`src/rtl/lc3b_types.sv`:
```
// Shared control-flow types: op codes, reservation entry and resolution bundle.
// Datapath widths here must match the WORD_W / ROB_ID_W parameters of cf_resolution_unit.
package lc3b_types;

   localparam int unsigned CF_WORD_W   = 16;
   localparam int unsigned CF_ROB_ID_W = 4;
   localparam int unsigned CF_AGE_W    = 4;

   localparam logic [3:0] CF_BRANCH = 4'h0;
   localparam logic [3:0] CF_JSR    = 4'h4;
   localparam logic [3:0] CF_JSRR   = 4'h5;
   localparam logic [3:0] CF_JUMP   = 4'hC;

   typedef struct packed {
      logic                   busy;
      logic [3:0]             op;
      logic [CF_WORD_W-1:0]   pc;
      logic [CF_WORD_W-1:0]   vj;
      logic [CF_WORD_W-1:0]   vk;
      logic                   qj_pend;
      logic [CF_ROB_ID_W-1:0] qj;
      logic                   qk_pend;
      logic [CF_ROB_ID_W-1:0] qk;
      logic [CF_ROB_ID_W-1:0] dest;
      logic [CF_AGE_W-1:0]    age;
      logic                   pred_taken;
      logic [CF_WORD_W-1:0]   pred_pc;
   } cf_res_entry;

   typedef struct packed {
      logic [CF_ROB_ID_W-1:0] dest;
      logic [CF_WORD_W-1:0]   value;
      logic [CF_WORD_W-1:0]   pc;
      logic [3:0]             op;
      logic                   taken;
      logic [CF_WORD_W-1:0]   target;
      logic [CF_WORD_W-1:0]   new_pc;
      logic                   redirect;
   } cf_resolution;

   function automatic logic cf_is_known(input logic [3:0] op);
      return (op == CF_BRANCH) || (op == CF_JSR) || (op == CF_JSRR) || (op == CF_JUMP);
   endfunction

endpackage

```
`src/rtl/cf_resolve.sv`:
```
// Combinational resolution of one control-flow op: direction, target, next PC and link value.
module cf_resolve
   import lc3b_types::*;
#(
   parameter int unsigned WORD_W = 16
) (
   input  logic [3:0]        op,
   input  logic [WORD_W-1:0] pc,
   input  logic [WORD_W-1:0] vj,
   input  logic [WORD_W-1:0] vk,
   output logic              taken,
   output logic [WORD_W-1:0] target,
   output logic [WORD_W-1:0] new_pc,
   output logic [WORD_W-1:0] value
);

   logic [WORD_W-1:0] pc_next;
   logic [WORD_W-1:0] br_off;
   logic [WORD_W-1:0] br_target;
   logic              br_taken;
   logic              unused_vk;

   assign pc_next   = pc + WORD_W'(2);
   assign br_off    = {{(WORD_W-10){vk[8]}}, vk[8:0], 1'b0};
   assign br_target = pc_next + br_off;
   // vk[11:9] are the n/z/p condition bits tested against vj
   assign br_taken  = (vk[11] && vj[WORD_W-1]) || (vk[10] && (vj == '0)) ||
                      (vk[9] && !vj[WORD_W-1] && (vj != '0));
   assign unused_vk = ^vk[WORD_W-1:12];

   always_comb begin
      taken  = 1'b0;
      target = '0;
      new_pc = pc_next;
      value  = '0;
      case (op)
         CF_JUMP: begin
            taken  = 1'b1;
            target = vj;
            new_pc = vj;
         end
         CF_JSR: begin
            taken  = 1'b1;
            value  = pc_next;
            target = pc_next + vj;
            new_pc = pc_next + vj;
         end
         CF_JSRR: begin
            taken  = 1'b1;
            value  = pc_next;
            target = vj;
            new_pc = vj;
         end
         CF_BRANCH: begin
            taken  = br_taken;
            target = br_target;
            new_pc = br_taken ? br_target : pc_next;
         end
         default: ;
      endcase
   end

endmodule

```
`src/rtl/cf_resolution_unit.sv`:
```
// Control-flow reservation stations: CDB wakeup, oldest-ready select, registered resolution.
// Define CF_BRANCH_PREDICTION_EN to store predictions and redirect only on mispredict.
module cf_resolution_unit
   import lc3b_types::*;
#(
   parameter int unsigned NUM_STATIONS = 4,
   parameter int unsigned WORD_W       = 16,
   parameter int unsigned ROB_ID_W     = 4
) (
   input  logic                clk,
   input  logic                reset,
   input  logic                flush,
   input  logic                disp_valid,
   output logic                disp_ready,
   input  logic [3:0]          disp_op,
   input  logic [WORD_W-1:0]   disp_pc,
   input  logic [WORD_W-1:0]   disp_vj,
   input  logic [WORD_W-1:0]   disp_vk,
   input  logic                disp_qj_pend,
   input  logic                disp_qk_pend,
   input  logic [ROB_ID_W-1:0] disp_qj,
   input  logic [ROB_ID_W-1:0] disp_qk,
   input  logic [ROB_ID_W-1:0] disp_dest,
   input  logic                disp_pred_taken,
   input  logic [WORD_W-1:0]   disp_pred_pc,
   input  logic                cdb_valid,
   input  logic [ROB_ID_W-1:0] cdb_tag,
   input  logic [WORD_W-1:0]   cdb_value,
   output logic                res_valid,
   input  logic                res_ready,
   output logic [ROB_ID_W-1:0] res_dest,
   output logic [WORD_W-1:0]   res_value,
   output logic [WORD_W-1:0]   res_pc,
   output logic [3:0]          res_op,
   output logic                res_taken,
   output logic [WORD_W-1:0]   res_target,
   output logic [WORD_W-1:0]   res_new_pc,
   output logic                res_redirect
);

   localparam int unsigned IDX_W = $clog2(NUM_STATIONS);

   cf_res_entry         entries_q [NUM_STATIONS];
   cf_res_entry         entries_d [NUM_STATIONS];
   cf_res_entry         new_entry;
   cf_res_entry         sel_entry;
   cf_resolution        res_q;
   cf_resolution        res_d;
   logic                res_valid_q;
   logic                any_free;
   logic                any_sel;
   logic [IDX_W-1:0]    free_idx;
   logic [IDX_W-1:0]    sel_idx;
   logic [CF_AGE_W-1:0] sel_age;
   logic                alloc;
   logic                issue;
   logic                r_taken;
   logic                r_redirect;
   logic [WORD_W-1:0]   r_target;
   logic [WORD_W-1:0]   r_new_pc;
   logic [WORD_W-1:0]   r_value;
   logic                unused_bits;

   always_comb begin
      any_free = 1'b0;
      free_idx = '0;
      for (int i = NUM_STATIONS - 1; i >= 0; i--) begin
         if (!entries_q[i].busy) begin
            any_free = 1'b1;
            free_idx = IDX_W'(i);
         end
      end
   end

   // Ages are unique among busy entries, so the strict compare yields a single winner
   always_comb begin
      any_sel = 1'b0;
      sel_idx = '0;
      sel_age = '0;
      for (int i = 0; i < NUM_STATIONS; i++) begin
         if (entries_q[i].busy && !entries_q[i].qj_pend && !entries_q[i].qk_pend &&
             (!any_sel || (entries_q[i].age > sel_age))) begin
            any_sel = 1'b1;
            sel_idx = IDX_W'(i);
            sel_age = entries_q[i].age;
         end
      end
   end

   assign sel_entry  = entries_q[sel_idx];
   assign disp_ready = any_free && !flush;
   assign alloc      = disp_valid && disp_ready;
   assign issue      = any_sel && (!res_valid_q || res_ready) && !flush;

   always_comb begin
      new_entry         = '0;
      new_entry.busy    = 1'b1;
      new_entry.op      = disp_op;
      new_entry.pc      = disp_pc;
      new_entry.dest    = disp_dest;
      new_entry.qj      = disp_qj;
      new_entry.qk      = disp_qk;
      new_entry.vj      = disp_vj;
      new_entry.vk      = disp_vk;
      new_entry.qj_pend = disp_qj_pend;
      new_entry.qk_pend = disp_qk_pend;
      if (disp_qj_pend && cdb_valid && (cdb_tag == disp_qj)) begin
         new_entry.vj      = cdb_value;
         new_entry.qj_pend = 1'b0;
      end
      if (disp_qk_pend && cdb_valid && (cdb_tag == disp_qk)) begin
         new_entry.vk      = cdb_value;
         new_entry.qk_pend = 1'b0;
      end
`ifdef CF_BRANCH_PREDICTION_EN
      new_entry.pred_taken = disp_pred_taken;
      new_entry.pred_pc    = disp_pred_pc;
`endif
   end

   // Issue compacts ages above the freed entry so they stay within 0..busy-1
   always_comb begin
      for (int i = 0; i < NUM_STATIONS; i++) begin
         entries_d[i] = entries_q[i];
         if (entries_q[i].busy) begin
            if (cdb_valid && entries_q[i].qj_pend && (entries_q[i].qj == cdb_tag)) begin
               entries_d[i].vj      = cdb_value;
               entries_d[i].qj_pend = 1'b0;
            end
            if (cdb_valid && entries_q[i].qk_pend && (entries_q[i].qk == cdb_tag)) begin
               entries_d[i].vk      = cdb_value;
               entries_d[i].qk_pend = 1'b0;
            end
            if (alloc) begin
               entries_d[i].age = entries_d[i].age + CF_AGE_W'(1);
            end
            if (issue && (entries_q[i].age > sel_age)) begin
               entries_d[i].age = entries_d[i].age - CF_AGE_W'(1);
            end
            if (issue && (sel_idx == IDX_W'(i))) begin
               entries_d[i].busy = 1'b0;
            end
         end
         if (alloc && (free_idx == IDX_W'(i))) begin
            entries_d[i] = new_entry;
         end
      end
   end

   cf_resolve #(
      .WORD_W(WORD_W)
   ) u_resolve (
      .op    (sel_entry.op),
      .pc    (sel_entry.pc),
      .vj    (sel_entry.vj),
      .vk    (sel_entry.vk),
      .taken (r_taken),
      .target(r_target),
      .new_pc(r_new_pc),
      .value (r_value)
   );

`ifdef CF_BRANCH_PREDICTION_EN
   assign r_redirect  = cf_is_known(sel_entry.op) &&
                        ((r_taken != sel_entry.pred_taken) || (r_new_pc != sel_entry.pred_pc));
   assign unused_bits = ^sel_entry;
`else
   assign r_redirect  = r_taken;
   assign unused_bits = ^{sel_entry, disp_pred_taken, disp_pred_pc};
`endif

   always_comb begin
      res_d          = '0;
      res_d.dest     = sel_entry.dest;
      res_d.value    = r_value;
      res_d.pc       = sel_entry.pc;
      res_d.op       = sel_entry.op;
      res_d.taken    = r_taken;
      res_d.target   = r_target;
      res_d.new_pc   = r_new_pc;
      res_d.redirect = r_redirect;
   end

   always_ff @(posedge clk) begin
      if (reset) begin
         for (int i = 0; i < NUM_STATIONS; i++) entries_q[i] <= '0;
         res_valid_q <= 1'b0;
         res_q       <= '0;
      end else if (flush) begin
         for (int i = 0; i < NUM_STATIONS; i++) entries_q[i] <= '0;
         res_valid_q <= 1'b0;
      end else begin
         for (int i = 0; i < NUM_STATIONS; i++) entries_q[i] <= entries_d[i];
         if (issue) begin
            res_valid_q <= 1'b1;
            res_q       <= res_d;
         end else if (res_ready) begin
            res_valid_q <= 1'b0;
         end
      end
   end

   assign res_valid    = res_valid_q;
   assign res_dest     = res_q.dest;
   assign res_value    = res_q.value;
   assign res_pc       = res_q.pc;
   assign res_op       = res_q.op;
   assign res_taken    = res_q.taken;
   assign res_target   = res_q.target;
   assign res_new_pc   = res_q.new_pc;
   assign res_redirect = res_q.redirect;

endmodule
```
`config.mk`:
```
export PLATFORM = sky130hd
export DESIGN_NAME = cf_resolution_unit
export DESIGN_NICKNAME = d
export VERILOG_FILES = /design/src/rtl/lc3b_types.sv /design/src/rtl/cf_resolve.sv /design/src/rtl/cf_resolution_unit.sv
export SDC_FILE = /design/constraint.sdc
export NUM_CORES = 1
export LEC_CHECK = 0
export ABC_AREA = 1
export CAP_MARGIN = 10
export CORE_MARGIN = 2
export CORE_UTILIZATION = 40
export DETAILED_ROUTE_END_ITERATION = 8
export GPL_TIMING_DRIVEN = 0
export PLACE_DENSITY_LB_ADDON = 0.05
export SLEW_MARGIN = 0
export SYNTH_ARGS = -nofsm -noshare
export SYNTH_HDL_FRONTEND = slang
export SYNTH_SLANG_ARGS = --single-unit
```
`constraint.sdc`:
```
create_clock -name clk -period 11.55 [get_ports clk]
set_input_delay 2.31 -clock clk [delete_from_list [all_inputs] [get_ports clk]]
set_output_delay 2.31 -clock clk [all_outputs]
set_load 0.005 [all_outputs]
```
; ---- Yosys cells after proc, flatten, opt, wreduce, memory -nomap -nowiden
; Memories as Yosys holds them, arrays and structs flattened.
; Index checks and enable logic that the tools add are counted.
[word_totals]
regBits = 74
ram_bits = 352
word_cells = 235
memories = 1
[memory_table]
columns = memory, depth, width, rd, rd_clocked_by_memory_dff, wr, line_no
row1 = entries_q, 4, 88, 5, 0, 4, cf_resolution_unit.sv:43  ; cf_res_entry entries_q [NUM_STATIONS];
[classes]
n_addsub = 11
order_cmp = 7
eq_ne = 19
n_mux = 98
bitwise_logic = 9
n_reduce_logical = 82
[op_table]
columns = op, count
row1 = 88-bit two-way mux, 12
row2 = 16-bit two-way mux, 12
row3 = 33-bit two-way mux, 4
row4 = 16-bit one-hot mux with 3 select lines, 2
row5 = 4-bit two-way mux, 20
row6 = 1-bit logical AND, 51
row7 = 1-bit two-way mux, 41
row8 = 4-bit equality test, 10
row9 = 16-bit adder, 2
row10 = 4-bit greater-than comparator, 7
row11 = 16-bit by 2-bit adder with 16-bit output (second input constant), 1
row12 = 4-bit by 1-bit adder with 4-bit output (second input constant), 4
row13 = 16-bit zero test, 1
row14 = 16-bit nonzero test, 1
row15 = 4-bit by 1-bit subtractor with 4-bit output (second input constant), 4
row16 = 1-bit zero test, 14
row17 = 2-bit two-way mux, 6
row18 = 2-bit equality test (second input constant), 4
row19 = 4-bit by 3-bit equality test with 1-bit output (second input constant), 2
row20 = 1-bit OR, 8
row21 = 1-bit logical OR, 6
row22 = 2-bit OR reduction, 3
row23 = 2-bit by 1-bit equality test with 1-bit output (second input constant), 2
row24 = 4-bit equality test (second input constant), 1
row25 = 7 further kinds, 8

; ---- Logic depth before layout (Yosys ltp)
; Gate-level depths: netlist (run 1).
; An unclocked memory read counts as a cell.
[logic_depth]
word_depth = 24
ltp_mapped = 70
depth_no_buf = 68

; ---- Hierarchy
; From an unflattened synthesis (run 1), not the netlist that was laid out.
[unflattened]
hier_cells = 2708
hier_area_um2 = 20766.2
[modules_own_cells]
columns = mod, instances, cells_per_inst, area_per_inst_um2, seq_area_each_um2
row1 = cf_resolution_unit, 1, 2152, 17913.4, 9298.9
row2 = cf_resolve, 1, 556, 2852.7, 0.0

; ---- Worst setup path before layout (run 1)
; Ideal clock, no wire load.
[synth_timing]
path_kind = reg-to-reg
from = mem entries_q[0][87] (netlist name)
to = reg res_q, in the netlist res_new_pc[12]
setup_time_ns = 0.132
arrival_ns = 6.499
required_ns = 11.418
path_slack_ns = 4.919
stages_incl_launch_ff = 65
synth_period_minus_slack_ns = 6.631
path_cell_list = edfxtp_1 inv_2 nor2_4 nand2_4 inv_2 nand2_1 ha_1 inv_1 nor2_1 o21ai_0 nand2_1 nand2_1 nand2_1 nand2_4 buf_2 buf_4 o21ai_0 ha_1 [... 29 more ...] inv_1 nor2_1 o21bai_1 nand2_1 nand2_1 nand2_1 nand2_1 nand2_2 nand2_2 nand2_1 nor2_2 nand2_1 nand2_1 nand2_1 nand3_1 nand3_1 nand2_1 a21oi_1
[synth_rtl]
columns = element, line_no
row1 = "start, declared", cf_resolution_unit.sv:43
row2 = "end signal, assigned", cf_resolution_unit.sv:196  ; res_q <= res_d;
row3 = "end, declared", cf_resolution_unit.sv:47  ; cf_resolution res_q;

==> results.cfg, run 1 <==
[setup_path]
worstPathArrival_ns = 9.22
cpMaxStageDelayCell = clkbuf_1
critPathMaxStageDelay_ns = 0.70
path_class = reg -> reg
crit_top_cell = nand2_1
worstPathRequired_ns = 11.99
worstReg2RegEnd = res_target[12]$_SDFFE_PP0P_
crit_family = simple AND/OR/NAND/NOR gates
reg2reg_slack_ns = 2.77
critPathMaxFanout = 10
timing.critical_path.to_type = flop
worstReg2RegStart = entries_q[0][87]$_SDFFCE_PN0P_
crit_buf_inv = 11
reg2reg_depth = 63
worstSetupStartpointType = flop

[place]
place.gp.congestion = 0.9163
hpwl_um = 53950
portBuffers = 161
preCtsSetupSlack_ns = 2.865

[logic_synthesis]
ys_seq_elements = 342
yosys_warnings = 0
netlist-cell-type-count = 58
synth-compound-area-share_pct = 16.00
synth.cell_area_mm2 = 0.01902
synthAdderAreaFrac_pct = 4.092
post_synth_inst_count = 2381
post_synth.cell_area_avg_um2 = 7.989
synth_seq_area_share_pct = 46.57
synth_edf_count = 201
yosys-mux-area-fraction_pct = 0.05262
leading_register_cell_type_out_of_synthesis = edfxtp_1
synth_xor_area_share_pct = 1.658
synth_top_family_by_area = simple AND/OR/NAND/NOR gates
postSynth.asyncResetShare_pct = 0
area_share_of_and_or_nand_nor_cells_after_synthesis_pct = 23.69

[power_and_ir_drop]
power.density_cell_area_mw_per_mm2 = 157.3
ir_worst_vdd_v = 0.00008477
cellLeakagePower_nw = 9.647
power_mw = 3.613

[hold_path]
hp-start = res_new_pc[14]$_SDFFE_PP0P_
hold_path_sink = res_new_pc[14]$_SDFFE_PP0P_
hold_path_class = reg -> reg
hold-path-cell-count = 2

[cts]
postCtsSetupRepairBufs = 0
hold_buffers = 0
cts_repair_resize_count = 0
htreeDepth = 2
cts-root-buf = clkbuf_16
tritoncts_num_sinks = 342
cts.path.max_buffers = 3
cts_made_buffers = 41
cts_tree = yes
clkTransAtPathRegs_ns = 0.06
clock_latency_ns = 0.58

[die]
coreArea_mm2 = 0.04675
initial_utilization_pct = 40.68
rows = 79
floorplan.die.height_um = 222.1
die_x_um = 222.1
design.portCount = 185
design.die.area_mm2 = 0.04931

[detailed_routing]
drcViolationCount = 0
route.top_layer_used = met5
met3_wirelength_um = 4342
drt-initial-drc-count = 1668
routedLengthMet1_um = 31790
totalWireLength_um = 71400
dr.pass1.iters = 5
route.met2.wl_um = 33020
final_antenna_net_count = 0
wl_per_cell_um = 22.07
via_count = 17790
viasPerCell = 5.498

[finish]
insertedDiodeCount = 0
ff_latch_area_mm2 = 0.008859
final_nets = 2767
layout-area-overhead-vs-synth_pct = 20.77
multi_input_area_mm2 = 0.008688
layout-drive-gt1-share_pct = 7.417
final_util_pct = 49.13
fill_cells = 4684

[timing]
slew_headroom_pct = 21.76
fin_setup_tns_ns = 0
fin_skew_ns = 0.02436
setup_ws_ns = 2.769
finalCriticalPeriod_ns = 8.781
finalCritPeriodShare_pct = 76.03
unrepaired_setup_endpoints_after_global_routing = no
timing.final.max_slew_violations = 0
finalHoldViolCount = 0
max_freq_ghz = 0.1139
worst_slew_pin_slew_ns = 1.174
fin_worst_hold_slack_ns = 0.4632
finalSetupViolations = 0

[global_route]
global_route.usage.total_pct = 28.71
antenna_found_initial = 1
grt_first_pass_wirelength_um = 107000
grt_max_degree = 27
grt_overflow_total = 0
grt_pass1_vias = 17210

[flow_run]
max-cap-violations = 0

[outcome]
outcome = complete, no violations
## cell type report
class,instances,area share [%]
timing repair buffer,171,7.718
sequential,342,38.56
multi-input combinational,1668,37.82
tap,607,3.306
clock buffer,66,5.578
clock inverter,9,0.4412
inverter,262,4.314
buffer,111,2.255
## stage by stage
| stage | std cells | area, µm² |
|---|---|---|
| after floorplan | 2383 | 19030 |
| after detailed placement | 3161 | 21590 |
| after global placement | 3151 | 21400 |
| final | 3236 | 22970 |
| after CTS | 3236 | 22970 |
| after global routing | 3236 | 22970 |
## sequential cells by signal, summed over array words and instances, names as in the netlist
| signal | cells |
|---|---|
| entries_q | 268 |
| res_new_pc | 16 |
| res_pc | 16 |
| res_target | 16 |
| res_value | 16 |
| res_dest | 4 |
| res_op | 4 |
| res_redirect | 1 |
| res_valid | 1 |
## where the power goes
group	internal (mW)	switching, mW
sequential	1.37	0.0375
clock	0.804	0.532
combinational	0.296	0.574
total	2.47	1.14
## layer usage
| metal | GRT usage (%) | vias to the layer above |
|---|---|---|
| li1 | - | 8504 |
| met1 | 39.52 | 8572 |
| met2 | 47.03 | 608 |
| met3 | 3.101 | 106 |
| met4 | 9.808 | 2 |
| met5 | 0 | - |
## worst max path at each step
| stage | from | cells after the start | slack, ns | to |
|---|---|---|---|---|
| after floorplan | entries_q[0][87]$_SDFFCE_PN0P_ | 64 | 4.92 | res_new_pc[12]$_SDFFE_PP0P_ |
| after global placement | entries_q[0][87]$_SDFFCE_PN0P_ | 61 | 2.95 | res_target[12]$_SDFFE_PP0P_ |
| after detailed placement | entries_q[0][87]$_SDFFCE_PN0P_ | 63 | 2.86 | res_target[12]$_SDFFE_PP0P_ |
| after CTS | entries_q[0][87]$_SDFFCE_PN0P_ | 63 | 2.81 | res_target[12]$_SDFFE_PP0P_ |
| after global routing | entries_q[0][87]$_SDFFCE_PN0P_ | 63 | 1.98 | res_new_pc[12]$_SDFFE_PP0P_ |
| final | entries_q[0][87]$_SDFFCE_PN0P_ | 63 | 2.77 | res_target[12]$_SDFFE_PP0P_ |
## cells in the final DEF, fill, tap and decap left out, drive strengths merged, types with 103 or more instances in the layout
cell type / Yosys / layout
inv: 256 / 258
o21ai: 103 / 103
dfxtp: 141 / 141
nand3: 131 / 131
clkdlybuf4s50: 0 / 161
clkbuf: 85 / 151
nor2: 241 / 241
o22ai: 106 / 106
edfxtp: 201 / 201
a21oi: 227 / 227
nand2: 608 / 608
## tightest hold or removal path: stages, from the launching register on
cell and delay [ns]:
dfxtp_1 0.31, nand2_1 0.06, a21oi_1 0.05
## cells by family after synthesis
kind of cell	Yosys count
adder cells (fa/ha/maj)	61
flip-flops	342
other	1
AO/OA/AOI/OAI	521
multiplexers	1
buffers and inverters	373
AND/OR/NAND/NOR	1046
XOR/XNOR	36
## cells in the mapped netlist, types with 4 or more instances
cell / n / area, µm²
a2111oi_0: 5 / 43.79
a211oi_1: 5 / 37.54
a21oi_1: 225 / 1126
a221oi_1: 6 / 52.55
a22o_1: 13 / 113.9
a22oi_1: 4 / 30.03
a32oi_1: 4 / 35.03
buf_2: 9 / 45.04
buf_4: 7 / 52.55
buf_6: 8 / 90.09
clkbuf_1: 85 / 319.1
clkinv_1: 5 / 18.77
dfxtp_1: 141 / 2823
edfxtp_1: 201 / 6036
ha_1: 59 / 738.2
inv_1: 237 / 889.6
inv_2: 18 / 67.56
nand2_1: 588 / 2207
nand2_2: 12 / 75.07
nand2_4: 8 / 90.09
nand3_1: 118 / 590.6
nand3_2: 12 / 120.1
nand3b_1: 10 / 75.07
nand4_1: 23 / 143.9
nor2_1: 223 / 837.1
nor2_2: 13 / 81.33
nor2_4: 5 / 56.30
nor3_1: 15 / 75.07
o2111ai_1: 8 / 70.07
o211ai_1: 19 / 142.6
o21ai_0: 96 / 480.5
o21ai_1: 4 / 20.02
o21bai_1: 6 / 45.04
o22ai_1: 106 / 663.1
or2_1: 4 / 25.02
or2_2: 7 / 43.79
xnor2_1: 17 / 148.9
xor2_1: 19 / 166.4
(Power assumes the default switching activity.)
==> inputs of run 2 (changes only) <==
==> constraint.sdc (replaced) <==
create_clock -name clk -period 9 [get_ports clk]
set_input_delay 1.8 -clock clk [delete_from_list [all_inputs] [get_ports clk]]
set_output_delay 1.8 -clock clk [all_outputs]
set_load 0.005 [all_outputs]
==> run 2 against run 1 <==
Die area unchanged; clock skew about the same; first-iteration DRC count down 5.4%; register-to-register slack worse by 2.0 ns; non-clock buffer count up 2; critical path type unchanged; critical path depth down 2; worst hold slack about the same; sequential share of layout area down 0.13 points; core utilization up 0.17 points; clock power up 28%; fmax up 6.7%.
==> results.cfg, run 2 (synthesized netlist as in run 1, its figures left out) <==
[outcome]
outcome = complete, no violations

[finish]
layout-area-overhead-vs-synth_pct = 21.18
max_ffs_per_register = 268
final_nets = 2769
insertedDiodeCount = 0
regMostFlops = entries_q
most_frequent_standard_cell_in_the_layout_excluding_fill_and_tap_cells = nand2_1
fin_area_mm2 = 0.02305
most-common-layout-cells = 587 x nand2_1, 237 x inv_1, 224 x a21oi_1, 223 x nor2_1, 201 x edfxtp_1
layout-drive-gt1-share_pct = 7.830
final_cells = 3238

[timing]
slew_headroom_pct = 23.01
setup_ws_ns = 0.7715
unrepaired_setup_endpoints_after_global_routing = no
finalSetupViolations = 0
finalCriticalPeriod_ns = 8.228
fin_worst_hold_slack_ns = 0.4634
finalCritPeriodShare_pct = 91.43
fin_skew_ns = 0.02392
max_freq_ghz = 0.1215
worst_slew_pin_slew_ns = 1.155
finalHoldViolCount = 0
fin_setup_tns_ns = 0
timing.final.max_slew_violations = 0

[detailed_routing]
met3_wirelength_um = 4436
wl_per_cell_um = 22.05
dr.pass1.iters = 5
route.met2.wl_um = 33160
routedLengthMet1_um = 31650
viasPerCell = 5.508
drt-initial-drc-count = 1578
route.top_layer_used = met5
final_antenna_net_count = 0
drcViolationCount = 0
totalWireLength_um = 71400
via_count = 17840

[die]
floorplan.die.height_um = 222.1
design.die.area_mm2 = 0.04931
rows = 79
coreArea_mm2 = 0.04675
die_x_um = 222.1
design.portCount = 185
initial_utilization_pct = 40.68

[cts]
tritoncts_num_sinks = 342
cts_made_buffers = 41
cts-root-buf = clkbuf_16
clock_latency_ns = 0.57
htreeDepth = 2
clkTransAtPathRegs_ns = 0.06
cts.path.max_buffers = 3
cts_tree = yes

[global_route]
grt_pass1_vias = 17210
antenna_found_initial = 1
grt_first_pass_wirelength_um = 107000
global_route.usage.total_pct = 28.71
grt_max_degree = 27
grt_overflow_total = 0

[power_and_ir_drop]
power.density_cell_area_mw_per_mm2 = 201.4
power.combinational.fraction_pct = 24.2
seq_power_share_pct = 38.9
cellLeakagePower_nw = 9.677
internal_power_mw = 3.175
ir_worst_vdd_v = 0.0001073
switching_power_mw = 1.468
p_clk_share_pct = 36.9
p_sw_share_pct = 31.61

[setup_path]
worstSetupStartpointType = flop
crit_top_cell = nand2_1
critPathMaxFanout = 10
path_class = reg -> reg
worstPathArrival_ns = 8.67
timing.critical_path.to_type = flop
cpMaxStageDelayCell = edfxtp_1
critPathMaxStageDelay_ns = 0.46
worstPathRequired_ns = 9.44

[hold_path]
hold_path_class = reg -> reg

[place]
hpwl_um = 53950
preCtsSetupSlack_ns = 0.3149
standard_cell_area_after_detailed_placement_mm2 = 0.02159
portBuffers = 161
place.gp.congestion = 0.9163
placed_cells_incl_taps = 3161

[flow_run]
max-cap-violations = 0
## run 2: what timing repair did
item                       4_1_cts  5_1_grt
gates resized for setup          0       23
setup endpoints to repair        0       18
hold buffers                     0        0
buffers inserted                 0        2
## run 2: routing by layer
layer,vias up,track usage (%)
met2,642,47.03
met1,8585,39.52
met4,2,9.808
met3,94,3.101
met5,-,0
li1,8512,-
## run 2: path summary, 6_finish.rpt
kind         slack [ns]                      startpoint  cells past startpoint                           to
min                0.46     res_new_pc[14]$_SDFFE_PP0P_                      2  res_new_pc[14]$_SDFFE_PP0P_
min reg2reg        0.46     res_new_pc[14]$_SDFFE_PP0P_                      2  res_new_pc[14]$_SDFFE_PP0P_
max                0.77  entries_q[0][87]$_SDFFCE_PN0P_                     61  res_new_pc[15]$_SDFFE_PP0P_
max reg2reg        0.77  entries_q[0][87]$_SDFFCE_PN0P_                     61  res_new_pc[15]$_SDFFE_PP0P_
## run 2: stage by stage
step | utilization (%) | power (mW)
global route | 49.30 | 4.845
CTS | 49.13 | 4.636
global placement | 45.77 | 2.918
finish | 49.30 | 4.643
floorplan | - | 2.511
detailed placement | 46.17 | 2.939
## run 2: area by class of cell
type / count / area [µm²]
fill: 4673 / 23700
sequential: 342 / 8859
multi-input combinational: 1668 / 8732
timing repair buffer: 173 / 1788
clock buffer: 66 / 1281
inverter: 262 / 993.5
tap: 607 / 759.5
buffer: 111 / 535.5
clock inverter: 9 / 101.3
## run 2: worst max-delay path: cells and delay by family (launching register included)
kind                       cells  cell delay [ns]
and+or+nand+nor               36             3.21
AOI/OAI and AO/OA             11             1.71
adders and majority gates      5             1.57
buffers and inverters          9             1.11
DFF                            1             0.46
## run 2: power groups by stage
stage / Combinational, mW / Sequential [mW] / Clock [mW]
2_1_floorplan: 0.682 / 1.83 / 0
4_1_cts: 1.11 / 1.81 / 1.72
3_5_place_dp: 1.10 / 1.84 / 0
3_3_place_gp: 1.08 / 1.84 / 0
6_report: 1.12 / 1.81 / 1.71
5_1_grt: 1.24 / 1.82 / 1.79
==> variant 1 (flow settings as in run 2) <==
The package constant `CF_AGE_W` goes from 4 to 6.
--- a/src/rtl/lc3b_types.sv
+++ b/src/rtl/lc3b_types.sv
@@ -5,5 +5,5 @@
    localparam int unsigned CF_WORD_W   = 16;
    localparam int unsigned CF_ROB_ID_W = 4;
-   localparam int unsigned CF_AGE_W    = 4;
+   localparam int unsigned CF_AGE_W    = 6;
 
    localparam logic [3:0] CF_BRANCH = 4'h0;
Check against the original RTL: not settled (the Yosys comparison gave no result); the edit may change what the design does.
==> variant 1 against run 2 <==
- routed wire length is 5.5% higher
- synthesized area is 5.7% higher
- sequential cell count is 8 higher
- non-clock buffer count is 15 higher
- largest power group unchanged
- clock power hardly changed
- final area is 6.4% higher
- global-route usage is 0.33 points lower
- critical endpoint is now res_target[14]$_SDFFE_PP0P_
- die area is 5.6% higher
- via count is 5.1% higher
- total power is 4.0% higher
- worst setup slack worse by 0.15 ns
==> variant 1: results (changes against run 2) <==
.. list-table::
   :header-rows: 1

   * - Metric
     - Value
   * - Placement-stage worst setup slack
     - -1.02 ns (was 0.315 ns)
   * - Grt met2 use
     - 46.9% (was 47.0%)
   * - Power consumed by sequential cells
     - 1.85 mW (was 1.81 mW)
   * - Power of the combinational group
     - 1.26 mW (was 1.12 mW)
   * - Number of buffers inserted by post-CTS setup repair
     - 6 (was 0)
   * - Commonest cells in the synthesized netlist
     - nand2_1 (548), nor2_1 (259), inv_1 (239) (was nand2_1 (588), inv_1 (237), a21oi_1 (225))
   * - Met2 wire length
     - 34900 µm (was 33200 µm)
   * - Fin nets
     - 2912 (was 2769)
   * - Highest metal used
     - met4 (was met5)
   * - Flip-flop count of the largest register, all copies and words added
     - 276 (was 268)
   * - P_leak
     - 10.2 nW (was 9.68 nW)
   * - Post_cts resized
     - 29 (was 0)
   * - Number of global-route vias before repair
     - 18000 (was 17200)
   * - Initial antenna violation count
     - 0 (was 1)
   * - Pin slew with the least headroom to its limit
     - 1.04 ns (was 1.15 ns)
   * - Number of enable flip-flop cells after synthesis
     - 207 (was 201)
   * - Pin count of the biggest net entering global routing
     - 25 (was 27)
   * - # fillers
     - 4999 (was 4673)
   * - DRT Wirelength
     - 75400 µm (was 71400 µm)
   * - Share of layout cells above drive strength 1
     - 10.5% (was 7.83%)
   * - Internal power component
     - 3.21 mW (was 3.18 mW)
   * - Outcome
     - completed (unchanged)
   * - Finished Layout Cells
     - 3432 (was 3238)
   * - Met3 layer wire length in the routed design
     - 4930 µm (was 4440 µm)
   * - First-pass GRT wire length
     - 112000 µm (was 107000 µm)
   * - Port Buf Inserts
     - 162 (was 161)
   * - Maximum VDD drop
     - 0.117 mV (was 0.107 mV)
   * - Met3 GRT Util
     - 3.55% (was 3.10%)
   * - Slowest stage delay, CP
     - 0.48 ns (was 0.46 ns)
   * - Clock Latency Late Sink
     - 0.60 ns (was 0.57 ns)
   * - Instance area at placement
     - 22800 µm² (was 21600 µm²)
   * - Count of placed standard cells including taps
     - 3339 (was 3161)
   * - Clock buffers created by TritonCTS
     - 42 (was 41)
   * - Routability congestion estimate
     - 0.915 (was 0.916)
   * - Worst Clk Skew
     - 0.0227 ns (was 0.0239 ns)
   * - Cell types with the largest area share after synthesis
     - edfxtp_1 (31%), dfxtp_1 (14%), nand2_1 (10%) (was edfxtp_1 (32%), dfxtp_1 (15%), nand2_1 (12%))
   * - Detailed Routing Iterations Pass 1
     - 6 (was 5)
   * - Instance count of the mapped netlist
     - 2492 (was 2381)
   * - Yosys cell types
     - 60 (was 58)
## variant 1: path summary, 6_finish.rpt
| kind | from | endpoint | slack [ns] | cells after the start |
|---|---|---|---|---|
| max | entries_q[0][89]$_SDFFCE_PN0P_ | res_target[14]$_SDFFE_PP0P_ | 0.62 | 62 |
| min | entries_q[2][79]$_SDFFE_PP0P_ | entries_q[2][79]$_SDFFE_PP0P_ | 0.46 | 2 |
| max reg2reg | entries_q[0][89]$_SDFFCE_PN0P_ | res_target[14]$_SDFFE_PP0P_ | 0.62 | 62 |
| min reg2reg | entries_q[2][79]$_SDFFE_PP0P_ | entries_q[2][79]$_SDFFE_PP0P_ | 0.46 | 2 |
## variant 1: final cells by class
| class | count | area share, % |
|---|---|---|
| clock buffers | 66 | 4.98 |
| repair buffers | 188 | 7.74 |
| flip-flops and latches | 350 | 37.0 |
| well taps | 672 | 3.43 |
| plain buffers | 111 | 2.41 |
| clock inverters | 12 | 0.577 |
| multi-input cells | 1753 | 39.5 |
| inverters | 280 | 4.33 |
## variant 1: cell families (layout without fill, tap and decap cells)
logic type                 after synthesis  in the layout  share of synthesized area [%]
and+or+nand+nor                       1064           1064                           24.0
AOI/OAI and AO/OA                      560            560                           16.1
buffers and inverters                  391            657                           7.76
DFF                                    350            350                           45.1
adders and majority gates               77             77                           4.87
xor gates and xnor gates                49             49                           2.13
other                                    1              3                         0.0186
## variant 1: worst max-delay path: cells and delay by family (launching register included)
| family | cells | cell delay, ns |
|---|---|---|
| simple gates | 40 | 4.07 |
| fa+ha+maj | 5 | 1.49 |
| compound gates | 8 | 1.02 |
| buf+inv | 8 | 0.89 |
| flops | 1 | 0.48 |
| xor+xnor | 1 | 0.32 |
==> variant 2 (flow settings as in run 2) <==
Without the edit above. Remove the case item `CF_JSR` of the case on `op`.
--- a/src/rtl/cf_resolve.sv
+++ b/src/rtl/cf_resolve.sv
@@ -40,10 +40,4 @@
             new_pc = vj;
          end
-         CF_JSR: begin
-            taken  = 1'b1;
-            value  = pc_next;
-            target = pc_next + vj;
-            new_pc = pc_next + vj;
-         end
          CF_JSRR: begin
             taken  = 1'b1;
Behaviour: not the same (a bounded check fails within 4 cycles, from zero or initial values and one cycle with reset high).
==> variant 2 against run 2 <==
- final cell count shrank 5.2%
- synthesized area decreased by 4.6%
- critical path depth down 6
- sequential cell count unchanged
- worst setup slack lost 0.038 ns
- largest power group unchanged
- final area decreased by 4.5%
- total power is 4.8% lower
- non-clock buffer count did not move
- routed wire length down 6.0%
==> variant 2: results (changes against run 2) <==
.. list-table::
   :header-rows: 1

   * - Metric
     - Value
   * - Commonest cells in the synthesized netlist
     - nand2_1 (513), inv_1 (242), nor2_1 (238) (was nand2_1 (588), inv_1 (237), a21oi_1 (225))
   * - Yosys cell types
     - 57 (was 58)
   * - Starting DRT DRC Count
     - 1414 (was 1578)
   * - Detail Placement HPWL
     - 49900 µm (was 54000 µm)
   * - Pin slew with the least headroom to its limit
     - 1.02 ns (was 1.15 ns)
   * - Grt met2 use
     - 46.4% (was 47.0%)
   * - Fin nets
     - 2599 (was 2769)
   * - Routability congestion estimate
     - 0.926 (was 0.916)
   * - Outcome
     - completed (unchanged)
   * - Number of design rule violations left after detail routing
     - 0 (unchanged)
   * - Cell depth of the worst flop-to-flop path
     - 55 (was 61)
   * - CP max stage cell
     - xor2_1 (was edfxtp_1)
   * - Number of global-route vias before repair
     - 15900 (was 17200)
   * - Mean cell area of the mapped netlist
     - 8.16 µm² (was 7.99 µm²)
   * - Data arrival at the endpoint of the critical path
     - 8.72 ns (was 8.67 ns)
   * - Cell types with the largest area share after synthesis
     - edfxtp_1 (33%), dfxtp_1 (16%), nand2_1 (11%) (was edfxtp_1 (32%), dfxtp_1 (15%), nand2_1 (12%))
   * - Pin count of the biggest net entering global routing
     - 29 (was 27)
   * - First-pass GRT wire length
     - 100000 µm (was 107000 µm)
   * - GR Util All Layers
     - 28.2% (was 28.7%)
   * - Routed wire length per instance
     - 21.9 µm (was 22.1 µm)
   * - Port Buf Inserts
     - 161 (unchanged)
   * - Share of layout cells above drive strength 1
     - 7.00% (was 7.83%)
   * - Global Route met1 Usage
     - 37.8% (was 39.5%)
   * - Slowest stage delay, CP
     - 0.52 ns (was 0.46 ns)
   * - Root Buffer
     - clkbuf_16 (unchanged)
   * - Instance area at placement
     - 20700 µm² (was 21600 µm²)
   * - Clock Latency Late Sink
     - 0.58 ns
   * - Finished Layout Cells
     - 3070 (was 3238)
   * - Synth Area in Compound Gates
     - 15.3% (was 16.0%)
   * - Worst Min Path Start
     - entries_q[2][29]$_SDFFE_PP0P_ (was res_new_pc[14]$_SDFFE_PP0P_)
   * - Worst Clk Skew
     - 0.0221 ns (was 0.0239 ns)
   * - Met3 GRT Util
     - 4.04% (was 3.10%)
   * - Vias per cell
     - 5.44 (was 5.51)
   * - # fillers
     - 4545 (was 4673)
   * - Fraction of synthesized area in multiplexers
     - 0.0552% (was 0.0526%)
   * - Xor/xnor cell area share of the yosys netlist
     - 2.01% (was 1.66%)
   * - Count of placed standard cells including taps
     - 2995 (was 3161)
   * - Largest buffer count on any clock path
     - 3 (unchanged)
   * - Adder-cell share of the synthesized area
     - 3.63% (was 4.09%)
   * - Initial antenna violation count
     - 0 (was 1)
==> variant 2: layout make-up <==
cell class | count | area, µm² | share of cell area (%)
inverters | 260 | 976 | 4.43
clock inverters | 13 | 120 | 0.546
flip-flops and latches | 342 | 8860 | 40.3
well taps | 600 | 751 | 3.41
multi-input cells | 1509 | 7800 | 35.4
clock buffers | 62 | 1200 | 5.43
plain buffers | 113 | 541 | 2.46
repair buffers | 171 | 1770 | 8.03
==> variant 2: layer usage <==
metal,vias up,part of all wire [%]
met2,668,46
met4,0,3.6
met5,-,0
met3,119,7.2
li1,7914,-
met1,7993,43
==> variant 2: report_power, final <==
group          switching, mW  internal (mW)
logic                  0.614          0.327
clock network          0.695          0.974
registers             0.0514           1.76
total                   1.36           3.06
==> variant 2: kinds of logic after synthesis <==
group                      after synthesis
and+or+nand+nor                        926
AOI/OAI and AO/OA                      487
buffers and inverters                  373
DFF                                    342
adders and majority gates               52
xor gates and xnor gates                40
other                                    1
muxes                                    1
==> variant 2: worst max-delay path, delay by kind of cell, from the launching register on <==
kind | cells | cell delay, ns
simple gates | 26 | 2.45
compound gates | 12 | 2.14
fa+ha+maj | 5 | 1.44
buf+inv | 10 | 0.92
xor+xnor | 2 | 0.70
flops | 1 | 0.45
==> variant 2: path summary, 6_finish.rpt <==
path / slack, ns / endpoint
worst max register to register: 0.73 / res_target[14]$_SDFFE_PP0P_
worst max-delay path: 0.73 / res_target[14]$_SDFFE_PP0P_
worst min-delay path: 0.47 / entries_q[2][29]$_SDFFE_PP0P_
worst min register to register: 0.47 / entries_q[2][29]$_SDFFE_PP0P_
==> variant 2: stage by stage <==
step | util (%) | setup slack [ns]
finish | 48.8 | 0.733
global route | 48.8 | 0.00685
CTS | 48.8 | 0.711
floorplan | - | 2.45
global placement | 45.5 | 0.818
detailed placement | 45.9 | 0.763
